$ cat src/rtl/if_id_stall_pipe.sv
// PC register and IF/ID pipeline register for the fetch side of the
// load-use stall protocol. Holds on stall, bubbles on flush, advances
// otherwise. Also keeps saturating stall/flush statistics and a sticky
// watchdog that trips on runaway consecutive stalls.
module if_id_stall_pipe #(
  parameter logic [31:0] RESET_PC    = 32'h0000_0000,
  parameter int unsigned CNT_W       = 16,
  parameter int unsigned STALL_LIMIT = 8
) (
  input  logic             clk_i,
  input  logic             rst_i,        // active-low, asynchronous
  input  logic [31:0]      pc_next_i,
  input  logic [31:0]      inst_i,
  input  logic             hazard_i,
  input  logic             flush_i,
  input  logic             clr_i,
  output logic [31:0]      pc_o,
  output logic [31:0]      ifid_pc4_o,
  output logic [31:0]      ifid_inst_o,
  output logic             ifid_valid_o,
  output logic [CNT_W-1:0] stall_cnt_o,
  output logic [CNT_W-1:0] flush_cnt_o,
  output logic             stall_err_o
);

  localparam logic [CNT_W-1:0] CntMax   = '1;
  localparam logic [CNT_W-1:0] CntOne   = CNT_W'(1);
  localparam logic [7:0]       Limit    = 8'(STALL_LIMIT);
  localparam logic [7:0]       ConsecMx = 8'hFF;
  localparam logic [31:0]      Nop      = 32'h0000_0000;

  logic [31:0]      pc_q, pc_d;
  logic [31:0]      ifid_pc4_q, ifid_pc4_d;
  logic [31:0]      ifid_inst_q, ifid_inst_d;
  logic             ifid_valid_q, ifid_valid_d;
  logic [CNT_W-1:0] stall_cnt_q, stall_cnt_d;
  logic [CNT_W-1:0] flush_cnt_q, flush_cnt_d;
  logic [7:0]       consec_q, consec_d;
  logic             stall_err_q, stall_err_d;
  logic             take_flush;

  // Stall wins over flush: the stalled ID instruction re-resolves its branch later.
  assign take_flush = !hazard_i && flush_i;

  // Pipeline next state: hold on stall, NOP bubble on flush, advance otherwise.
  always_comb begin
    pc_d         = pc_q;
    ifid_pc4_d   = ifid_pc4_q;
    ifid_inst_d  = ifid_inst_q;
    ifid_valid_d = ifid_valid_q;
    if (!hazard_i) begin
      pc_d       = pc_next_i;
      ifid_pc4_d = pc_q + 32'd4;
      if (take_flush) begin
        ifid_inst_d  = Nop;
        ifid_valid_d = 1'b0;
      end else begin
        ifid_inst_d  = inst_i;
        ifid_valid_d = 1'b1;
      end
    end
  end

  // Statistics and watchdog next state; clear overrides any increment.
  always_comb begin
    stall_cnt_d = stall_cnt_q;
    flush_cnt_d = flush_cnt_q;
    consec_d    = 8'h00;
    stall_err_d = stall_err_q;
    if (hazard_i && (stall_cnt_q != CntMax)) begin
      stall_cnt_d = stall_cnt_q + CntOne;
    end
    if (take_flush && (flush_cnt_q != CntMax)) begin
      flush_cnt_d = flush_cnt_q + CntOne;
    end
    if (hazard_i) begin
      consec_d = (consec_q == ConsecMx) ? ConsecMx : consec_q + 8'd1;
    end
    if (hazard_i && (consec_d == Limit)) begin
      stall_err_d = 1'b1;
    end
    if (clr_i) begin
      stall_cnt_d = '0;
      flush_cnt_d = '0;
      consec_d    = 8'h00;
      stall_err_d = 1'b0;
    end
  end

  // PC and IF/ID registers.
  always_ff @(posedge clk_i or negedge rst_i) begin
    if (!rst_i) begin
      pc_q         <= RESET_PC;
      ifid_pc4_q   <= 32'h0;
      ifid_inst_q  <= Nop;
      ifid_valid_q <= 1'b0;
    end else begin
      pc_q         <= pc_d;
      ifid_pc4_q   <= ifid_pc4_d;
      ifid_inst_q  <= ifid_inst_d;
      ifid_valid_q <= ifid_valid_d;
    end
  end

  // Counter and watchdog registers.
  always_ff @(posedge clk_i or negedge rst_i) begin
    if (!rst_i) begin
      stall_cnt_q <= '0;
      flush_cnt_q <= '0;
      consec_q    <= 8'h00;
      stall_err_q <= 1'b0;
    end else begin
      stall_cnt_q <= stall_cnt_d;
      flush_cnt_q <= flush_cnt_d;
      consec_q    <= consec_d;
      stall_err_q <= stall_err_d;
    end
  end

  assign pc_o         = pc_q;
  assign ifid_pc4_o   = ifid_pc4_q;
  assign ifid_inst_o  = ifid_inst_q;
  assign ifid_valid_o = ifid_valid_q;
  assign stall_cnt_o  = stall_cnt_q;
  assign flush_cnt_o  = flush_cnt_q;
  assign stall_err_o  = stall_err_q;

endmodule

$ cat config.mk
export PLATFORM = sky130hd
export DESIGN_NAME = if_id_stall_pipe
export DESIGN_NICKNAME = d
export VERILOG_FILES = /design/src/rtl/if_id_stall_pipe.sv
export SDC_FILE = /design/constraint.sdc
export NUM_CORES = 1
export LEC_CHECK = 0
export BUFFER_PORTS_ARGS = -buffer_cell sky130_fd_sc_hd__buf_4
export CORE_MARGIN = 2
export CORE_UTILIZATION = 40
export DETAILED_ROUTE_END_ITERATION = 7
export SLEW_MARGIN = 20
export SYNTH_ARGS = -nofsm -noshare
export SYNTH_HDL_FRONTEND = slang
export SYNTH_SLANG_ARGS = --single-unit
export TNS_END_PERCENT = 10
$ cat constraint.sdc
create_clock -name clk_i -period 3.65 [get_ports clk_i]
set_input_delay 0.73 -clock clk_i [delete_from_list [all_inputs] [get_ports clk_i]]
set_output_delay 0.73 -clock clk_i [all_outputs]
set_load 0.01 [all_outputs]
==> run summary, run 1 <==
gr usage total: 20.5%
Reg clk slew, reported paths: 0.06 ns
Post-synth top cells: dfrtp_1, mux2_2, nor2_1, nand2_1, a22o_1
ratio of final minimum period to clock period: 63.1%
worst slew pin tran: 0.987 ns
TritonCTS clock tree: done
Pleak: 3.93 nW
syn nets: 675
Fin Clk Skew: 0.00623 ns
fraction of registers with async set/reset: 100%
Die H: 132 um
Synth Warn #: 0
Iter 0 DRT Violations: 329
RePlAce Congestion: 0.797
H-tree levels: 4
Reg-to-Reg Start: pc_o[9]$_DFFE_PN0N_
vias in the first global route: 5536
CP top delay family: simple AND/OR/NAND/NOR gates
first-pass GRT wire length: 28800 um
CP startpoint kind: input port
ANT nets after route: 0
I/O pins: 199
Residual DRC: 0
EDFF count, synth: 0
Worst Path Arrival: 2.61 ns
share of the synthesized area in the top cell type: 53.0%
count of final setup violators: 0
Die W: 132 um
vias per inst: 5.43
setup bufs post-CTS: 0
outcome: complete, no violations
global route overflow: 0
crit path buf inv count: 1
largest net degree at the start of global routing: 80
worst hold path type: in -> async
final wirelength: 17300 um
count leader, synth: dfrtp_1
sequential-to-total area share from yosys stat: 53.0%
crit-path max FO: 31
CP Launch Point: hazard_i
Peak VDD IR: 0.000321 V
crit end category: flip-flop
Tmin final: 2.30 ns
# fillers: 1416
Initial DRT Pass Iterations: 5
Max Freq: 434 MHz
largest cells by area after synthesis: dfrtp_1, mux2_2, a22o_1
die area: 0.0173 mm2
nets: 863
ys flop type: dfrtp_1
Synth area leader: dfrtp_1
flop and latch count out of synthesis: 138
Syn Inst Count: 602
Util after Layout: 55.0%
RSZ-0062 raised after global routing: false
clock sinks: 138
routed wire length per instance: 17.0 um
Slew headroom: 33.4%
dpl hpwl: 12300 um
Root Buffer: clkbuf_16
crit-path cells: buf_4, and3_1, nand4_1, a2111oi_0, mux2_2
Cell Pwr Density: 459 mW/mm2
Bufs on Longest Clock Path: 2
Area Growth Syn to Fin: 34.1%
max incr delay on CP: 0.56 ns
post-CTS sizing: 0
Final Hold Fails: 0
IO buf count: 198
initial antenna violation count: 0
Setup CP Type: in -> reg
Unique masters post-synth: 52
hold_buf cts: 0
Final TNS setup: 0 ns
WHS: 0.336 ns
core box area: 0.0159 mm2
CTS buffer count: 17
layout cells sized above 1: 36.1%
Post-Syn Area per Cell: 10.8 um2
row count: 46
Vias: 5533
Slowest-stage cell, CP: a2111oi_0
max-slew violation count: 0
Tot Pwr: 4.01 mW
CP Data Required Time: 3.95 ns
Initial Util: 41.0%
Worst-Skew Late Latency: 0.42 ns
ant diodes: 0
Post-Syn Area: 0.00652 mm2
maximum capacitance violations: 0
-- routing by layer --
| layer | vias to the layer above | share of wire (%) | track usage [%] | wire [um] |
|---|---|---|---|---|
| li1 | 2632 | - | - | - |
| met1 | 2733 | 44 | 26.3 | 7540 |
| met2 | 149 | 49 | 33.0 | 8540 |
| met3 | 19 | 5.6 | 5.90 | 963 |
| met4 | 0 | 1.4 | 7.25 | 240 |
| met5 | - | 0 | 0 | 0 |
-- through the flow --
step,std cells,setup WS [ns],instance area (um2)
2_1_floorplan,602,1.39,6520
3_3_place_gp,987,1.03,8170
3_5_place_dp,987,0.936,8170
4_1_cts,1019,1.39,8740
5_1_grt,1019,1.21,8740
6_report,1019,1.35,8740
-- worst paths after layout --
check	to	slack, ns	depth (start not counted)
max	stall_cnt_o[13]$_DFFE_PN0P_	1.35	5
min	stall_cnt_o[14]$_DFFE_PN0P_	0.34	1
max reg2reg	ifid_pc4_o[25]$_DFFE_PN0N_	1.40	4
min reg2reg	ifid_pc4_o[16]$_DFFE_PN0N_	0.48	2
max in group asynchronous	ifid_inst_o[9]$_DFFE_PN0N_	2.52	2
min in group clk_i	ifid_pc4_o[16]$_DFFE_PN0N_	0.48	2
-- cell type report --
type,count,area (um2),share of cell area [%]
clock buffers,25,485,5.55
clock inverters,7,90.1,1.03
inverters,9,33.8,0.386
multi-input cells,421,2880,33.0
flip-flops and latches,138,3450,39.5
well taps,216,270,3.09
repair buffers,203,1530,17.5
-- state kept, by name (all words and copies together) (netlist names) --
signal / flops
ifid_inst_o: 32
consec_q: 8
stall_err_o: 1
ifid_pc4_o: 32
ifid_valid_o: 1
flush_cnt_o: 16
stall_cnt_o: 16
pc_o: 32
-- cells in the final DEF, fill, tap and decap left out, types with 21 or more instances in the layout --
cell / Yosys / layout
nand4_1: 26 / 26
a22o_1: 32 / 32
dfrtp_1: 138 / 138
buf_4: 0 / 202
or4_1: 21 / 21
nand2_1: 35 / 35
mux2_2: 50 / 50
nor2_1: 42 / 41
nand3_1: 23 / 23
a21oi_1: 30 / 30
-- where the power goes --
group	leakage, nW	internal (mW)	switching [mW]	total, mW
clock	0.277	1.06	0.627	1.68
sequential	1.75	1.65	0.125	1.77
combinational	1.90	0.295	0.261	0.556
-- logic make-up (layout without fill, tap and decap cells) --
| family | count (synthesis) | after routing | share of synthesized area (%) |
|---|---|---|---|
| compound gates | 132 | 132 | 13.9 |
| mux | 52 | 52 | 8.94 |
| buf+inv | 43 | 244 | 2.88 |
| flops | 138 | 138 | 53.0 |
| fa+ha+maj | 4 | 4 | 0.768 |
| simple gates | 219 | 219 | 18.7 |
| xor+xnor | 14 | 14 | 1.88 |
Power figures use the tool's default switching activity.
==> run 2: changes to the inputs <==
PLACE_DENSITY = 0.67   (was default)
clock period = 1.8 ns   (was 3.65 ns; I/O delays follow)
==> run 2 against run 1 <==
- via count is 4.8% higher
- register-to-register slack got worse by 1.4 ns
- utilization is 4.7 points higher
- first-iteration DRC count shrank 9.1%
- non-clock buffer count is 74 higher
- combinational power up 150%
- count of clock-buffer cells in the layout fell by 5
- global-route usage rose by 1.1 points
- total power up 120%
- sequential power grew 98%
- sequential cell count unchanged
- critical path type is now reg -> reg
- critical endpoint is now ifid_pc4_o[22]$_DFFE_PN0N_
- largest cell class unchanged
==> run summary, run 2 (same netlist as run 1, synthesis figures left out) <==
Die H: 132 um (unchanged)
Clk pwr share: 45.1% (was 42.0%)
nets: 937 (was 863)
Setup CP Type: reg -> reg (was in -> reg)
CP Data Required Time: 2.13 ns (was 3.95 ns)
Worst-Skew Late Latency: 0.42 ns (about the same)
worst slew pin tran: 0.491 ns (was 0.987 ns)
Post-Layout Inst Area: 0.00949 mm2 (was 0.00874 mm2)
min-delay src: inst_i[5]
Peak VDD IR: 0.000690 V (was 0.000321 V)
Reg-to-Reg Start: pc_o[2]$_DFFE_PN0N_ (was pc_o[9]$_DFFE_PN0N_)
most common cell after layout, fill and taps aside: buf_4 (unchanged)
first-pass GRT wire length: 30200 um (was 28800 um)
switching pwr: 2.16 mW (was 1.01 mW)
crit end category: flip-flop (unchanged)
RePlAce Congestion: 0.847 (was 0.797)
Cell Pwr Density: 937 mW/mm2 (was 459 mW/mm2)
WHS: 0.155 ns (was 0.336 ns)
Pleak: 4.36 nW (was 3.93 nW)
critical path depth: 5 (unchanged)
CP top delay family: simple AND/OR/NAND/NOR gates (unchanged)
Combinational Power Share: 15.4% (was 13.9%)
Fin Clk Skew: 0.00859 ns (was 0.00623 ns)
Die W: 132 um (unchanged)
maximum capacitance violations: 0 (unchanged)
gr usage total: 21.5% (was 20.5%)
Hold Path Depth: 2
clock sinks: 138 (unchanged)
dpl hpwl: 13300 um (was 12300 um)
crit-path max FO: 7 (was 31)
Slew headroom: 67.3% (was 33.4%)
Area Growth Syn to Fin: 45.5% (was 34.1%)
final wirelength: 18200 um (was 17300 um)
R2R cell count: 5 (was 4)
Initial Util: 41.0% (unchanged)
Int Power: 6.73 mW (was 3.00 mW)
die area: 0.0173 mm2 (unchanged)
crit path buf inv count: 0 (was 1)
routed wire length per instance: 16.7 um (was 17.0 um)
ant diodes: 0 (unchanged)
# fillers: 1375 (was 1416)
Final Hold Fails: 0 (unchanged)
Bufs on Longest Clock Path: 2 (unchanged)
Register Area: 0.00346 mm2 (was 0.00345 mm2)
most frequent cells in the layout: buf_4, dfrtp_1, mux2_2 (unchanged)
placed inst area: 0.00878 mm2 (was 0.00817 mm2)
largest net degree at the start of global routing: 78 (was 80)
Switching Fraction: 24.3% (was 25.3%)
Reg clk slew, reported paths: 0.06 ns (about the same)
Flop pwr share: 39.5% (was 44.2%)
Max Freq: 561 MHz
RSZ-0062 raised after global routing: true (was false)
CP startpoint kind: flip-flop (was input port)
worst hold path type: in -> reg (was in -> async)
count of final setup violators: 0 (unchanged)
IO buf count: 198 (unchanged)
ANT nets after route: 0 (unchanged)
max-slew violation count: 0 (unchanged)
Root Buffer: clkbuf_16 (unchanged)
Vias: 5796 (was 5533)
Worst Path Arrival: 2.12 ns (was 2.61 ns)
Iter 0 DRT Violations: 299 (was 329)
vias in the first global route: 5906 (was 5536)
Place WS: -0.0212 ns (was 0.936 ns)
ratio of final minimum period to clock period: 99.1%
global route overflow: 0 (unchanged)
CTS buffer count: 17 (unchanged)
crit-path cells: ha_2, and2_4, nand4_1, or4_1, a31oi_1 (was buf_4, and3_1, nand4_1, a2111oi_0, mux2_2)
TritonCTS clock tree: done (unchanged)
Slowest-stage cell, CP: or4_1 (was a2111oi_0)
CP Launch Point: pc_o[2]$_DFFE_PN0N_ (was hazard_i)
vias per inst: 5.30 (was 5.43)
outcome: complete, no violations (unchanged)
area of the multi-input gates: 0.00290 mm2 (was 0.00288 mm2)
initial antenna violation count: 0 (unchanged)
H-tree levels: 4 (unchanged)
Final WS setup: 0.0161 ns (was 1.35 ns)
Residual DRC: 0 (unchanged)
I/O pins: 199 (unchanged)
Tmin final: 1.78 ns
core box area: 0.0159 mm2 (unchanged)
layout cells sized above 1: 42.9% (was 36.1%)
row count: 46 (unchanged)
Initial DRT Pass Iterations: 4 (was 5)
max incr delay on CP: 0.54 ns (was 0.56 ns)
## run 2: path summary, 6_finish.rpt
check | end | slack (ns)
max in group asynchronous | consec_q[0]$_DFF_PN0_ | 0.78
setup reg to reg | ifid_pc4_o[22]$_DFFE_PN0N_ | 0.02
hold / removal | ifid_inst_o[5]$_DFFE_PN0N_ | 0.16
min in group asynchronous | stall_cnt_o[12]$_DFFE_PN0P_ | 0.46
hold reg to reg | ifid_pc4_o[12]$_DFFE_PN0N_ | 0.49
setup / recovery | ifid_pc4_o[22]$_DFFE_PN0N_ | 0.02
## run 2: area by class of cell
cell class                 count  area share [%]
sequential                   138            36.4
tap                          216            2.85
clock inverter                12            2.31
timing repair buffer         277            22.6
clock buffer                  20            4.81
multi-input combinational    421            30.6
inverter                       9           0.356
## run 2: power by group through the flow
stage / Clock (mW) / Combinational (mW) / Sequential [mW]
3_5_place_dp: 0 / 1.38 / 3.56
5_1_grt: 4.24 / 1.49 / 3.54
2_1_floorplan: 0 / 0.402 / 3.68
6_report: 4.01 / 1.37 / 3.51
3_3_place_gp: 0 / 1.35 / 3.55
4_1_cts: 4.06 / 1.39 / 3.51
## run 2: worst reg2reg max path, cell delays in order (launching register included)
cell and delay [ns]:
dfrtp_1 0.38, ha_2 0.19, and2_4 0.15, nand4_1 0.26
or4_1 0.54, a31oi_1 0.18
## run 2: timing repair
item,CTS,global route
resized for setup,0,4
pin swaps,1,5
endpoints found under the hold margin,41,0
gates cloned,0,0
buffers inserted,0,2
endpoints found under the setup margin,2,14
hold buffers,1,0
## run 2: through the flow
stage               cells  utilization [%]  total power [mW]  setup TNS [ns]
finish               1093             59.7              8.90               0
global route         1093             59.7              9.27          -0.420
CTS                  1091             59.6              8.96               0
detailed placement   1058             55.3              4.94         -0.0212
global placement     1058             55.3              4.90               0
floorplan             602                -              4.09          -0.134
## run 2: routing by layer
metal  up-vias  share of wire (%)  GRT usage [%]
met2       160                 50           36.3
li1       2783                  -              -
met3        21                4.8           4.82
met4         0                1.5           7.13
met1      2832                 44           27.4
met5         -                  0              0
==> run 3: changes to the inputs <==
ABC_AREA = 1   (was default)
CORE_MARGIN = default   (was 2)
==> run 3 against run 2 <==
- utilization fell by 3.1 points
- first-iteration DRC count rose by 42%
- setup slack improved by 0.096 ns
- via count rose by 16%
==> run summary, run 3 <==
Die W: 133 um (was 132 um)
gr usage total: 23.1% (was 21.5%)
Cell Pwr Density: 864 mW/mm2 (was 937 mW/mm2)
Max Freq: 592 MHz (was 561 MHz)
crit-path cells: ha_1, nand2_1, nor2_2, nand2_2, nor2_4, nor2_4, nor2_8, inv_2, o21ai_0 (was ha_2, and2_4, nand4_1, or4_1, a31oi_1)
max incr delay on CP: 0.41 ns (was 0.54 ns)
most frequent cells in the layout: nand2_1, buf_4, dfrtp_1 (was buf_4, dfrtp_1, mux2_2)
ANT nets after route: 0 (unchanged)
Fin Clk Skew: 0.00723 ns (was 0.00859 ns)
Area Growth Syn to Fin: 37.1% (was 45.5%)
nets: 1190 (was 937)
Residual DRC: 0 (unchanged)
met2 Usage GRT: 36.7% (was 36.3%)
Tot Pwr: 8.17 mW (was 8.90 mW)
maximum capacitance violations: 0 (unchanged)
critical path depth: 9 (was 5)
Unique masters post-synth: 36 (was 52)
I/O pins: 199 (unchanged)
Placed Cells: 1315 (was 1058)
Util after Layout: 56.6% (was 59.7%)
Pleak: 4.74 nW (was 4.36 nW)
RSZ-0062 raised after global routing: true (unchanged)
TritonCTS clock tree: done (unchanged)
crit path buf inv count: 1 (was 0)
Tmin final: 1.69 ns (was 1.78 ns)
die area: 0.0178 mm2 (was 0.0173 mm2)
global routing usage on met1: 30.6% (was 27.4%)
CP Data Required Time: 2.08 ns (was 2.13 ns)
most common cell after layout, fill and taps aside: nand2_1 (was buf_4)
Slowest-stage cell, CP: dfrtp_1 (was or4_1)
EDFF count, synth: 0 (unchanged)
flop and latch count out of synthesis: 138 (unchanged)
Initial Util: 41.3% (was 41.0%)
outcome: complete, no violations (unchanged)
RePlAce Congestion: 0.917 (was 0.847)
H-tree levels: 4 (unchanged)
core box area: 0.0167 mm2 (was 0.0159 mm2)
placed inst area: 0.00881 mm2 (was 0.00878 mm2)
layout cells sized above 1: 25.9% (was 42.9%)
ant diodes: 0 (unchanged)
crit end category: flip-flop (unchanged)
ys flop type: dfrtp_1 (unchanged)
Synth Warn #: 0 (unchanged)
Root Buffer: clkbuf_16 (unchanged)
vias in the first global route: 6463 (was 5906)
sequential-to-total area share from yosys stat: 50.1% (was 53.0%)
worst hold path type: in -> reg (unchanged)
final wirelength: 19800 um (was 18200 um)
Post-Syn Area per Cell: 7.70 um2 (was 10.8 um2)
global route overflow: 0 (unchanged)
Bufs on Longest Clock Path: 2 (unchanged)
R2R cell count: 9 (was 5)
Post-synth top cells: nand2_1, dfrtp_1, nor2_1, nand3_1, inv_1 (was dfrtp_1, mux2_2, nor2_1, nand2_1, a22o_1)
Worst R2R Setup Slack: 0.11 ns (was 0.02 ns)
Final Instance Count excl. Fillers: 1349 (was 1093)
met3 Usage GRT: 5.52% (was 4.82%)
CP endpoint: stall_cnt_o[0]$_DFFE_PN0P_ (was ifid_pc4_o[22]$_DFFE_PN0N_)
routed wire length per instance: 14.7 um (was 16.7 um)
fraction of registers with async set/reset: 100% (unchanged)
Worst Path Arrival: 1.97 ns (was 2.12 ns)
share of the synthesized area in the top cell type: 50.1% (was 53.0%)
Reg-to-Reg Start: stall_cnt_o[0]$_DFFE_PN0P_ (was pc_o[2]$_DFFE_PN0N_)
# fillers: 1617 (was 1375)
min-delay src: pc_next_i[15] (was inst_i[5])
crit-path max FO: 12 (was 7)
Reg clk slew, reported paths: 0.06 ns (about the same)
CTS buffer count: 17 (unchanged)
CP Launch Point: stall_cnt_o[0]$_DFFE_PN0P_ (was pc_o[2]$_DFFE_PN0N_)
row count: 47 (was 46)
Initial DRT Pass Iterations: 5 (was 4)
Final TNS setup: 0 ns (unchanged)
count of final setup violators: 0 (unchanged)
max-slew violation count: 0 (unchanged)
RR Endpoint: stall_cnt_o[0]$_DFFE_PN0P_ (was ifid_pc4_o[22]$_DFFE_PN0N_)
ratio of final minimum period to clock period: 93.8% (was 99.1%)
Synth area leader: dfrtp_1 (unchanged)
count leader, synth: nand2_1 (was dfrtp_1)
Worst-Skew Late Latency: 0.42 ns (about the same)
dpl hpwl: 14600 um (was 13300 um)
Peak VDD IR: 0.000648 V (was 0.000690 V)
Final Hold Fails: 0 (unchanged)
Post-Layout Inst Area: 0.00946 mm2 (was 0.00949 mm2)
largest net degree at the start of global routing: 102 (was 78)
Vias: 6734 (was 5796)
Setup CP Type: reg -> reg (unchanged)
Syn Inst Count: 896 (was 602)
clock sinks: 138 (unchanged)
largest cells by area after synthesis: dfrtp_1, nand2_1, nand3_1 (was dfrtp_1, mux2_2, a22o_1)
Die H: 133 um (was 132 um)
first-pass GRT wire length: 32300 um (was 30200 um)
CP top delay family: simple AND/OR/NAND/NOR gates (unchanged)
vias per inst: 4.99 (was 5.30)
syn nets: 969 (was 675)
CP startpoint kind: flip-flop (unchanged)
Iter 0 DRT Violations: 426 (was 299)
busiest grt layer: met2 (unchanged)
Slew headroom: 64.6% (was 67.3%)
IO buf count: 198 (unchanged)
worst slew pin tran: 0.531 ns (was 0.491 ns)
Post-Syn Area: 0.00690 mm2 (was 0.00652 mm2)
initial antenna violation count: 0 (unchanged)
cell mode on critical path: nor2_4
-- run 3: cell count changes in the layout (fill, tap and decap cells not counted), sizes merged, moves of 16 or more --
cell / change
o21ai: +39
a22o: -32
nand3: +48
buf: -45
nand2: +309
inv: +54
or4: -21
a21oi: -18
nor3: +16
nor2: +41
mux2: -50
nor2b: -17
-- run 3: cells by family (layout without fill, tap and decap cells) --
kind of cell / Yosys count / in the layout / synth area share, %
buffers and inverters: 96 / 329 / 5.57
xor gates and xnor gates: 21 / 21 / 2.67
adders and majority gates: 4 / 4 / 0.725
AOI/OAI and AO/OA: 78 / 78 / 6.15
and+or+nand+nor: 559 / 559 / 34.8
DFF: 138 / 138 / 50.1
-- run 3: final cells by class --
class | instances | area [um2] | area share [%]
Clock buffer | 23 | 458 | 4.84
Clock inverter | 8 | 120 | 1.27
Inverter | 66 | 250 | 2.65
Multi-Input combinational cell | 662 | 3090 | 32.7
Sequential cell | 138 | 3450 | 36.5
Tap cell | 220 | 275 | 2.91
Timing Repair Buffer | 232 | 1810 | 19.1
-- run 3: per-stage QoR --
stage / hold WS [ns] / setup WS [ns]
2_1_floorplan: 0.0644 / 0.186
3_3_place_gp: 0.363 / 0.0877
3_5_place_dp: 0.363 / -0.00170
4_1_cts: 0.118 / 0.0953
5_1_grt: 0.136 / -0.00200
6_report: 0.134 / 0.112
-- run 3: per-layer routing --
layer / share of wire (%) / wire length, um
met2: 47 / 9360
met5: 0 / 0
met3: 6.0 / 1190
met4: 2.2 / 446
met1: 45 / 8840
-- run 3: worst min-delay path: cells and delay by family --
family                 cells  cell delay [ns]
buffers and inverters      1             0.08
AND/OR/NAND/NOR            2             0.08
-- run 3: worst min path at each step --
stage,to,slack (ns),cells after the start
2_1_floorplan,consec_q[0]$_DFF_PN0_,0.06,0
3_3_place_gp,stall_err_o$_DFFE_PN0P_,0.36,1
3_5_place_dp,stall_err_o$_DFFE_PN0P_,0.36,1
4_1_cts,pc_o[18]$_DFFE_PN0N_,0.12,3
5_1_grt,pc_o[20]$_DFFE_PN0N_,0.14,3
6_report,pc_o[15]$_DFFE_PN0N_,0.13,3
-- run 3: repair_timing --
item | 4_1_cts | 5_1_grt
hold buffers | 1 | 0
buffers inserted | 2 | 0
gates resized for setup | 0 | 8
pin swaps | 1 | 1
gates cloned | 0 | 0
hold endpoints to repair | 47 | 0
endpoints found under the setup margin | 1 | 14
-- run 3: power breakdown --
group | switching, mW | internal (mW) | total (mW)
Clock | 1.29 | 2.20 | 3.49
Sequential | 0.181 | 3.32 | 3.50
Combinational | 0.646 | 0.539 | 1.19
